==> src/rtl/mux2_rr_arbiter.sv <==
// rtl/mux2_rr_arbiter.sv - two-channel round-robin arbiter feeding a registered 2:1 mux output
// Optional per-channel transfer counters: define MUX2_RR_ARBITER_STATS_EN

module mux2_rr_arbiter #(
   parameter int WIDTH = 8
) (
   input  logic             clk,
   input  logic             reset,
   input  logic [WIDTH-1:0] a_data,
   input  logic             a_valid,
   output logic             a_ready,
   input  logic [WIDTH-1:0] b_data,
   input  logic             b_valid,
   output logic             b_ready,
   output logic [WIDTH-1:0] y_data,
   output logic             y_valid,
   input  logic             y_ready,
   output logic             sel
`ifdef MUX2_RR_ARBITER_STATS_EN
   ,
   output logic [15:0]      a_count,
   output logic [15:0]      b_count
`endif
);

   // EMPTY: output register holds nothing; FULL: output register holds an unconsumed word
   typedef enum logic {
      S_EMPTY = 1'b0,
      S_FULL  = 1'b1
   } state_t;

   state_t           r_state;
   logic [WIDTH-1:0] r_y_data;
   logic             r_sel;
   logic             r_last_grant;

   logic             w_load;
   logic             w_grant_a;
   logic             w_grant_b;
   logic             w_grant_any;
   logic             w_grant_idx;
   logic [WIDTH-1:0] w_grant_data;

   // Grant decision: a lone requester always wins, contention goes to the channel not served last
   always_comb begin
      w_load       = (r_state == S_EMPTY) || y_ready;
      w_grant_a    = 1'b0;
      w_grant_b    = 1'b0;
      case ({a_valid, b_valid})
         2'b10:   w_grant_a = 1'b1;
         2'b01:   w_grant_b = 1'b1;
         2'b11: begin
            w_grant_a = r_last_grant;
            w_grant_b = !r_last_grant;
         end
         default: begin
            w_grant_a = 1'b0;
            w_grant_b = 1'b0;
         end
      endcase
      w_grant_any  = w_grant_a || w_grant_b;
      w_grant_idx  = w_grant_b;
      w_grant_data = w_grant_b ? b_data : a_data;
   end

   // Ready only when the output register can take a word, so a_ready and b_ready are exclusive
   assign a_ready = w_load && w_grant_a;
   assign b_ready = w_load && w_grant_b;

   // Output-register FSM; last_grant moves only when a word actually transfers in
   always_ff @(posedge clk or posedge reset) begin
      if (reset) begin
         r_state      <= S_EMPTY;
         r_y_data     <= '0;
         r_sel        <= 1'b0;
         r_last_grant <= 1'b1;
      end else begin
         case (r_state)
            S_EMPTY: begin
               if (w_grant_any) begin
                  r_y_data     <= w_grant_data;
                  r_sel        <= w_grant_idx;
                  r_last_grant <= w_grant_idx;
                  r_state      <= S_FULL;
               end
            end
            S_FULL: begin
               if (y_ready) begin
                  if (w_grant_any) begin
                     // consume and refill in the same edge: no bubble
                     r_y_data     <= w_grant_data;
                     r_sel        <= w_grant_idx;
                     r_last_grant <= w_grant_idx;
                     r_state      <= S_FULL;
                  end else begin
                     // drained; data and sel keep their last values
                     r_state <= S_EMPTY;
                  end
               end
            end
            default: r_state <= S_EMPTY;
         endcase
      end
   end

   assign y_data  = r_y_data;
   assign y_valid = (r_state == S_FULL);
   assign sel     = r_sel;

`ifdef MUX2_RR_ARBITER_STATS_EN
   logic [15:0] r_a_count;
   logic [15:0] r_b_count;

   // Per-channel transfer counters, wrapping naturally at 16 bits
   always_ff @(posedge clk or posedge reset) begin
      if (reset) begin
         r_a_count <= '0;
         r_b_count <= '0;
      end else begin
         if (a_ready) r_a_count <= r_a_count + 16'd1;
         if (b_ready) r_b_count <= r_b_count + 16'd1;
      end
   end

   assign a_count = r_a_count;
   assign b_count = r_b_count;
`endif

endmodule

==> config.mk <==
export PLATFORM = sky130hd
export DESIGN_NAME = mux2_rr_arbiter
export DESIGN_NICKNAME = d
export VERILOG_FILES = /design/src/rtl/mux2_rr_arbiter.sv
export SDC_FILE = /design/constraint.sdc
export NUM_CORES = 1
export LEC_CHECK = 0
export BUFFER_PORTS_ARGS = -buffer_cell sky130_fd_sc_hd__buf_2
export CORE_MARGIN = 5
export CORE_UTILIZATION = 41
export CTS_CLUSTER_SIZE = 8
export DETAILED_ROUTE_END_ITERATION = 12
export PLACE_DENSITY = 0.78
export SLEW_MARGIN = 20
export SYNTH_ARGS = -nofsm -noshare
export SYNTH_HDL_FRONTEND = slang
export SYNTH_SLANG_ARGS = --single-unit
==> constraint.sdc <==
create_clock -name clk -period 1.3 [get_ports clk]
set_input_delay 0.195 -clock clk [delete_from_list [all_inputs] [get_ports clk]]
set_output_delay 0.195 -clock clk [all_outputs]
set_load 0.02 [all_outputs]
-- Word-level counts from Yosys, hierarchy flattened
Index checks and enable logic that the tools add are counted.
- RAM bits: 0
- bits of input ports: 21
- word-level logic and storage cells: 29
- output and inout port bits: 12
- latch bits: 0
- register bits after elaboration: 11
- memory bits (read-only): 0
- memories kept: 0
- equal/unequal tests: 4
- muxes and demuxes: 15
- bitwise logic cells: 1
- $lt $le $gt $ge: 0
- divide/modulo/power cells: 0
- multiply operators: 0
- reduce and logical (&&, ||, !) cells: 5
- add/sub/neg operators: 0
- shifts and indexed selects: 0
- operators by type and width (cell ; count):
    8-bit 2-to-1 mux ; 3
    8-bit one-hot mux with 2 select lines ; 1
    1-bit one-hot mux with 2 select lines ; 5
    1-bit 2-to-1 mux ; 6
    2-bit == test, second input constant ; 2
    2-bit by 1-bit == test with 1-bit output, second input constant ; 1
    1-bit logical AND ; 2
    1-bit logical OR ; 2
    2-bit inequality test, second input constant ; 1
    1-bit zero test ; 1
    1-bit NOT ; 1

-- Logic depth before layout (Yosys ltp)
Gate-level depths: netlist of the first run.
- word-level depth: 6
- depth in mapped cells: 4
- depth with buffers taken out: 3

-- Least setup slack after synthesis of the first run
Ideal clock, no wire load.
- path kind: reg2out
- from: register r_state (netlist: y_valid)
- to: output port a_ready
- arrival time: 1068 ps
- cell stages (with the launch flop): 4
- data required time: 1105 ps
- buffers on the path: 1
- slack: 37 ps
- cells stage by stage: dfrtp_1 -> nand2b_1 -> buf_2 -> and3_1
- word-level cells in the longest chain between the ends: 3
- RTL lines (item ; RTL line ; text):
    from (decl) ; 32 ; state_t r_state;
    from (signal assigned) ; 73 ; r_state <= S_EMPTY;
    from (signal assigned) ; 84 ; r_state <= S_FULL;
    from (signal assigned) ; 94 ; r_state <= S_FULL;
    1-bit NOT ; n/a ;
    1-bit logical OR ; 46 ; w_load = (r_state == S_EMPTY) || y_ready;
    1-bit logical AND ; 67 ; assign a_ready = w_load && w_grant_a;
    to (decl) ; 11 ; output logic a_ready,
No other way between the ends.

-- Worst setup path after layout of the first run
- from: register r_last_grant
- to: output port a_ready
- word-level cells in the longest chain between the ends: 2
- RTL lines (item ; RTL line ; text):
    from (decl) ; 35 ; logic r_last_grant;
    from (signal assigned) ; 83 ; r_last_grant <= w_grant_idx;
    from (signal assigned) ; 93 ; r_last_grant <= w_grant_idx;
    1-bit one-hot mux with 2 select lines ; 49 ; case ({a_valid, b_valid})
    1-bit logical AND ; 67 ;
No other way between the ends.

==> impl_metrics.json, run 1 <==
{
  "globalRouteMet1Util": 0.1773,
  "critPathCaptureType": "output pin",
  "p_switching_w": 0.0003329,
  "top_usage_layer": "met2",
  "min_to": "r_last_grant",
  "fin_crit_sh": 1.105,
  "clockPowerShare": 0.221,
  "setup_viol": 2,
  "rr_endpoint": "y_data[0]",
  "fin_ws_ps": -136.8,
  "place_hpwl_mm": 1.188,
  "grt_max_degree": 12,
  "grt_antenna_before_repair": 0,
  "post-place-ws_ps": 51.97,
  "via_count": 574,
  "fp.dieH_um": 47.87,
  "gr-total-overflow": 0,
  "worst_slew_pin_slew_ps": 424.6,
  "maxSlewHeadroom": 0.7167,
  "final_max_slew_viol_count": 0,
  "ys_types": 16,
  "power_leakage_nw": 0.4066,
  "seq_power_share": 0.430,
  "outcome": "finished, violations left",
  "comb_power_share": 0.349,
  "use_met3": 0.02632,
  "clk_pin_slew_ps": 70,
  "drc_errors": 0,
  "nets": 121,
  "cts_root_buffer": "clkbuf_4",
  "synthesis.nets": 81,
  "r2r_cells": 4,
  "numPortBuffers": 32,
  "power.total_w": 0.001006,
  "p_int_w": 0.0006734,
  "violations": "negative setup slack",
  "synth_top_family_by_area": "compound AO/OA/AOI/OAI gates",
  "hold_path.class": "input pin to flip-flop",
  "ys_ff_latch": 11,
  "synthMuxAreaShare": 0,
  "clock_latency_ps": 260,
  "dr.pass1.iters": 3,
  "crit_fanout": 3,
  "hold_viol_final": 0,
  "synth_area_um2": 588.1,
  "start_util": 0.4409,
  "yosysSeqAreaShare": 0.4702,
  "areaGrowthSynthToFinish_pct": 42.98,
  "grt_pass1_wl_mm": 2.256,
  "grt_usage": 0.1411,
  "cts_buffers": 3,
  "fillers": 112,
  "worstSetupStartpointType": "flip-flop",
  "clkSinkCount": 11,
  "synth_compound_area_frac": 0.3064,
  "max_cap_violations": 0,
  "min_from": "a_valid",
  "tns_ps": -198.4,
  "fin_hold_ws_ps": 156.0,
  "tritoncts": "done",
  "core_mm2": 0.001334,
  "rows": 13,
  "detailedRoute.firstIterationViolations": 5,
  "fin_skew_ps": 3.913,
  "crit_type": "flip-flop to output pin",
  "dieArea_mm2": 0.002292,
  "whs_path_depth": 2,
  "rsz0062_at_grt": "yes",
  "drt_wl_total_mm": 1.450,
  "ir_drop_uv": 522.4,
  "via_per_inst": 5.035,
  "htree_num_levels": 1,
  "swShare": 0.3308,
  "worstPathArrival_ps": 1240,
  "insertedDiodeCount": 0,
  "wl_per_cell_um": 12.72,
  "yosysWarningCount": 0,
  "synthSimpleGateAreaFrac": 0.1723,
  "timing.rr.start": "r_last_grant",
  "gp_congestion": 0.6936,
  "ioPinCount": 33,
  "rrSetupSlack_ps": 120,
  "synthCells": 60,
  "dieWidth_um": 47.87,
  "power_density_mw_per_mm2": 1197,
  "drive_above_1_share": 0.5354,
  "syn_avg_cell_area_um2": 9.801,
  "fmax_ghz": 0.6960,
  "grt_pass1_vias": 552,
  "synthAdderAreaFrac": 0,
  "final.min_clock_period_ps": 1437,
  "required_ps": 1110,
  "synth_xor_area_frac": 0,
  "cts_buffer_depth": 2,
  "drt.antenna.violating_nets": 0,
  "grt_use_met2": 0.2322
}
[placed cells by master, fill, tap and decap left out, types with 2 or more instances in the layout]
master,n
dfrtp_1,10
nand2b_1,2
a21oi_1,9
clkbuf_4,3
buf_2,30
a31oi_2,8
nand2_1,17
buf_6,2
buf_4,6
[worst max-delay path by stage]
stage | startpoint | end | slack (ps) | cells after the start
CTS | r_last_grant | a_ready | -140 | 3
global route | r_last_grant | a_ready | -170 | 3
global placement | y_valid | y_data[3] | 90 | 3
floorplan | y_valid | a_ready | 40 | 3
detailed placement | a_valid | y_data[0] | 50 | 4
finish | r_last_grant | a_ready | -140 | 3
[cells in the mapped netlist (all sizes together)]
library cell / n / area (um2)
dfrtp: 10 / 250.2
and3: 1 / 6.260
a21o: 1 / 7.510
a21boi: 1 / 11.26
nand2: 17 / 63.81
or2: 1 / 6.260
a21oi: 9 / 45.04
and2: 2 / 12.51
a31oi: 9 / 106.4
inv: 1 / 3.750
buf: 4 / 26.27
nand2b: 2 / 12.51
a21bo: 1 / 10.01
dfstp: 1 / 26.28
[repair_timing]
item / 4_1_cts / 5_1_grt
buffers inserted: 1 / 2
hold endpoints to repair: 10 / 0
resized for setup: 5 / 1
hold buffers: 1 / 0
setup endpoints to repair: 2 / 10
pin swaps: 1 / 1
[flip-flops by register name (all words and copies together), names as in the netlist]
signal / flops
y_data: 8
sel: 1
y_valid: 1
r_last_grant: 1
[routing by layer]
layer	wire (um)	share of wire
met1	593	0.41
met2	695	0.48
met3	146	0.10
met4	14	0.0097
met5	0	0
[layout make-up]
cell class              count  area [um2]  area share
clock buffers               4       26.28     0.03125
inverters                   1       3.754    0.004464
multi-input cells          44       287.8      0.3423
flip-flops and latches     11       276.5      0.3289
well taps                  15       18.77     0.02232
repair buffers             39       227.7      0.2708
[through the flow]
step           area, um2  utilization  cells
5_1_grt            840.8       0.6304    114
3_5_place_dp       778.2       0.5835    108
3_3_place_gp       778.2       0.5835    108
2_1_floorplan      588.1            -     60
6_report           840.8       0.6304    114
4_1_cts            839.6       0.6295    114
[power groups by stage]
stage | clock, W | combinational, W | sequential (W)
floorplan | 0 | 0.000150 | 0.000499
global placement | 0 | 0.000324 | 0.000438
detailed placement | 0 | 0.000333 | 0.000440
CTS | 0.000234 | 0.000349 | 0.000434
global route | 0.000256 | 0.000382 | 0.000440
finish | 0.000222 | 0.000352 | 0.000432
[worst max-delay path, cell delays in order, from the launching register on]
cell,delay (ps)
dfstp_2,560
a21bo_1,130
and3_4,180
buf_6,110
[kinds of logic after synthesis]
group / count (synthesis)
buffers and inverters: 5
DFF: 11
AOI/OAI and AO/OA: 21
and+or+nand+nor: 23
Note: power is estimated with default switching activity, not from simulation.
==> inputs of run 2 (changes only) <==
--- a/config.mk
+++ b/config.mk
@@ -10,7 +10,7 @@
 export CORE_UTILIZATION = 41
 export CTS_CLUSTER_SIZE = 8
 export DETAILED_ROUTE_END_ITERATION = 12
-export PLACE_DENSITY = 0.78
+export PLACE_DENSITY = 0.85
 export SLEW_MARGIN = 20
 export SYNTH_ARGS = -nofsm -noshare
 export SYNTH_HDL_FRONTEND = slang
==> impl_metrics.json, run 2 (same netlist as run 1, synthesis figures left out) <==
{
  "grt_pass1_vias": 552,
  "via_per_inst": 4.939,
  "regArea_um2": 276.5,
  "crit_chain": "a21bo_1 -> and3_1 -> buf_6",
  "critPathCaptureType": "output pin",
  "critPathTopFamily": "flip-flops",
  "insertedDiodeCount": 0,
  "fin_skew_ps": 2.801,
  "power_leakage_nw": 0.4195,
  "multi_input_area_um2": 291.5,
  "fp.dieH_um": 47.87,
  "areaGrowthSynthToFinish_pct": 44.89,
  "dieWidth_um": 47.87,
  "violations": "negative setup slack",
  "p_int_w": 0.0006785,
  "worstPathArrival_ps": 1200,
  "wl_per_cell_um": 13.17,
  "required_ps": 1110,
  "maxSlewHeadroom": 0.7142,
  "fin_hold_ws_ps": 157.6,
  "final.min_clock_period_ps": 1398,
  "numPortBuffers": 32,
  "clkSinkCount": 11,
  "final_max_slew_viol_count": 0,
  "gr-total-overflow": 0,
  "drt.antenna.violating_nets": 0,
  "cts_buffer_depth": 2,
  "dr.pass1.iters": 4,
  "grt_antenna_before_repair": 0,
  "drive_above_1_share": 0.5400,
  "ir_drop_uv": 609.4,
  "cts_buffers": 3,
  "clockPowerShare": 0.219,
  "max_cap_violations": 0,
  "fmax_ghz": 0.7151,
  "core_mm2": 0.001334,
  "critPathSlowestCell": "dfstp_2",
  "placed_area_um2": 778.2,
  "via_count": 568,
  "detailedRoute.firstIterationViolations": 4,
  "power_density_mw_per_mm2": 1190,
  "ioPinCount": 33,
  "swShare": 0.3308,
  "clock_latency_ps": 260,
  "dieArea_mm2": 0.002292,
  "mostFrequentLayoutCells": "30 x buf_2, 17 x nand2_1, 10 x dfrtp_1, 9 x a21oi_1, 8 x a31oi_2",
  "start_util": 0.4409,
  "largest_reg_flops": 8,
  "crit_type": "flip-flop to output pin",
  "worst_slew_pin_slew_ps": 428.8,
  "hold_viol_final": 0,
  "setup_viol": 2,
  "power.total_w": 0.001014,
  "cts_root_buffer": "clkbuf_4",
  "max_stage_delay_ps": 550,
  "grt_max_degree": 12,
  "crit_fanout": 3,
  "cp_num_buf_inv": 1,
  "clk_pin_slew_ps": 70,
  "final_area_um2": 852.1,
  "fin_ws_ps": -98.46,
  "fillers": 117,
  "final_common_cell": "buf_2",
  "worstSetupStartpointType": "flip-flop",
  "p_switching_w": 0.0003354,
  "rsz0062_at_grt": "yes",
  "final_cell_count_no_fill": 115,
  "seq_power_share": 0.428,
  "gp_congestion": 0.7768,
  "dp.cells": 108,
  "htree_num_levels": 1,
  "comb_power_share": 0.353,
  "tritoncts": "done",
  "rrSetupSlack_ps": 70,
  "finish.utilization": 0.6388,
  "outcome": "finished, violations left",
  "hold_path.class": "input pin to flip-flop",
  "fin_crit_sh": 1.076,
  "drc_errors": 0,
  "grt_usage": 0.1418,
  "nets": 122,
  "place_hpwl_mm": 1.156,
  "rows": 13,
  "grt_pass1_wl_mm": 2.290,
  "drt_wl_total_mm": 1.514
}
[run 2: power by group through the flow]
stage / combinational (W) / sequential [W] / clock (W)
after floorplan: 0.000150 / 0.000499 / 0
after global placement: 0.000323 / 0.000439 / 0
after detailed placement: 0.000332 / 0.000440 / 0
after CTS: 0.000357 / 0.000432 / 0.000231
after global routing: 0.000392 / 0.000440 / 0.000251
final: 0.000358 / 0.000433 / 0.000222
[run 2: worst paths after layout]
check / cells after the start / to / from
min: 2 / r_last_grant / a_valid
max: 3 / a_ready / r_last_grant
max reg2reg: 5 / y_data[2] / r_last_grant
min reg2reg: 1 / sel / sel
min in group asynchronous: 3 / sel / reset
max in group asynchronous: 3 / r_last_grant / reset
[run 2: area by class of cell]
| cell class | count | area share |
|---|---|---|
| multi-input cells | 44 | 0.3421 |
| repair buffers | 40 | 0.2761 |
| flip-flops and latches | 11 | 0.3245 |
| clock buffers | 4 | 0.03084 |
| inverters | 1 | 0.004405 |
| well taps | 15 | 0.02203 |
[run 2: timing repair]
action / in CTS / in global routing
gates resized for setup: 4 / 2
hold endpoints to repair: 10 / 0
setup buffers: 2 / 1
pin swaps: 2 / 1
endpoints found under the setup margin: 2 / 10
hold buffers: 1 / 0
[run 2: metal layers]
metal / vias to the layer above / GRT usage / part of all wire
met3: 2 / 0.03383 / 0.082
met2: 22 / 0.2665 / 0.51
met1: 257 / 0.1451 / 0.39
li1: 287 / - / -
met4: 0 / 0.06452 / 0.018
met5: - / 0 / 0
[run 2: through the flow]
| step | TNS, ps | setup slack [ps] |
|---|---|---|
| 5_1_grt | -203.4 | -132.7 |
| 6_report | -131.1 | -98.46 |
| 3_3_place_gp | 0 | 81.67 |
| 3_5_place_dp | 0 | 17.82 |
| 4_1_cts | -144.5 | -97.58 |
| 2_1_floorplan | 0 | 36.77 |
[run 2: worst reg2reg max path: stages, from the launching register on]
cell and delay (ps):
dfstp_2 550, a21bo_1 120, buf_4 100, buf_4 140, nand2_1 70, a31oi_2 160
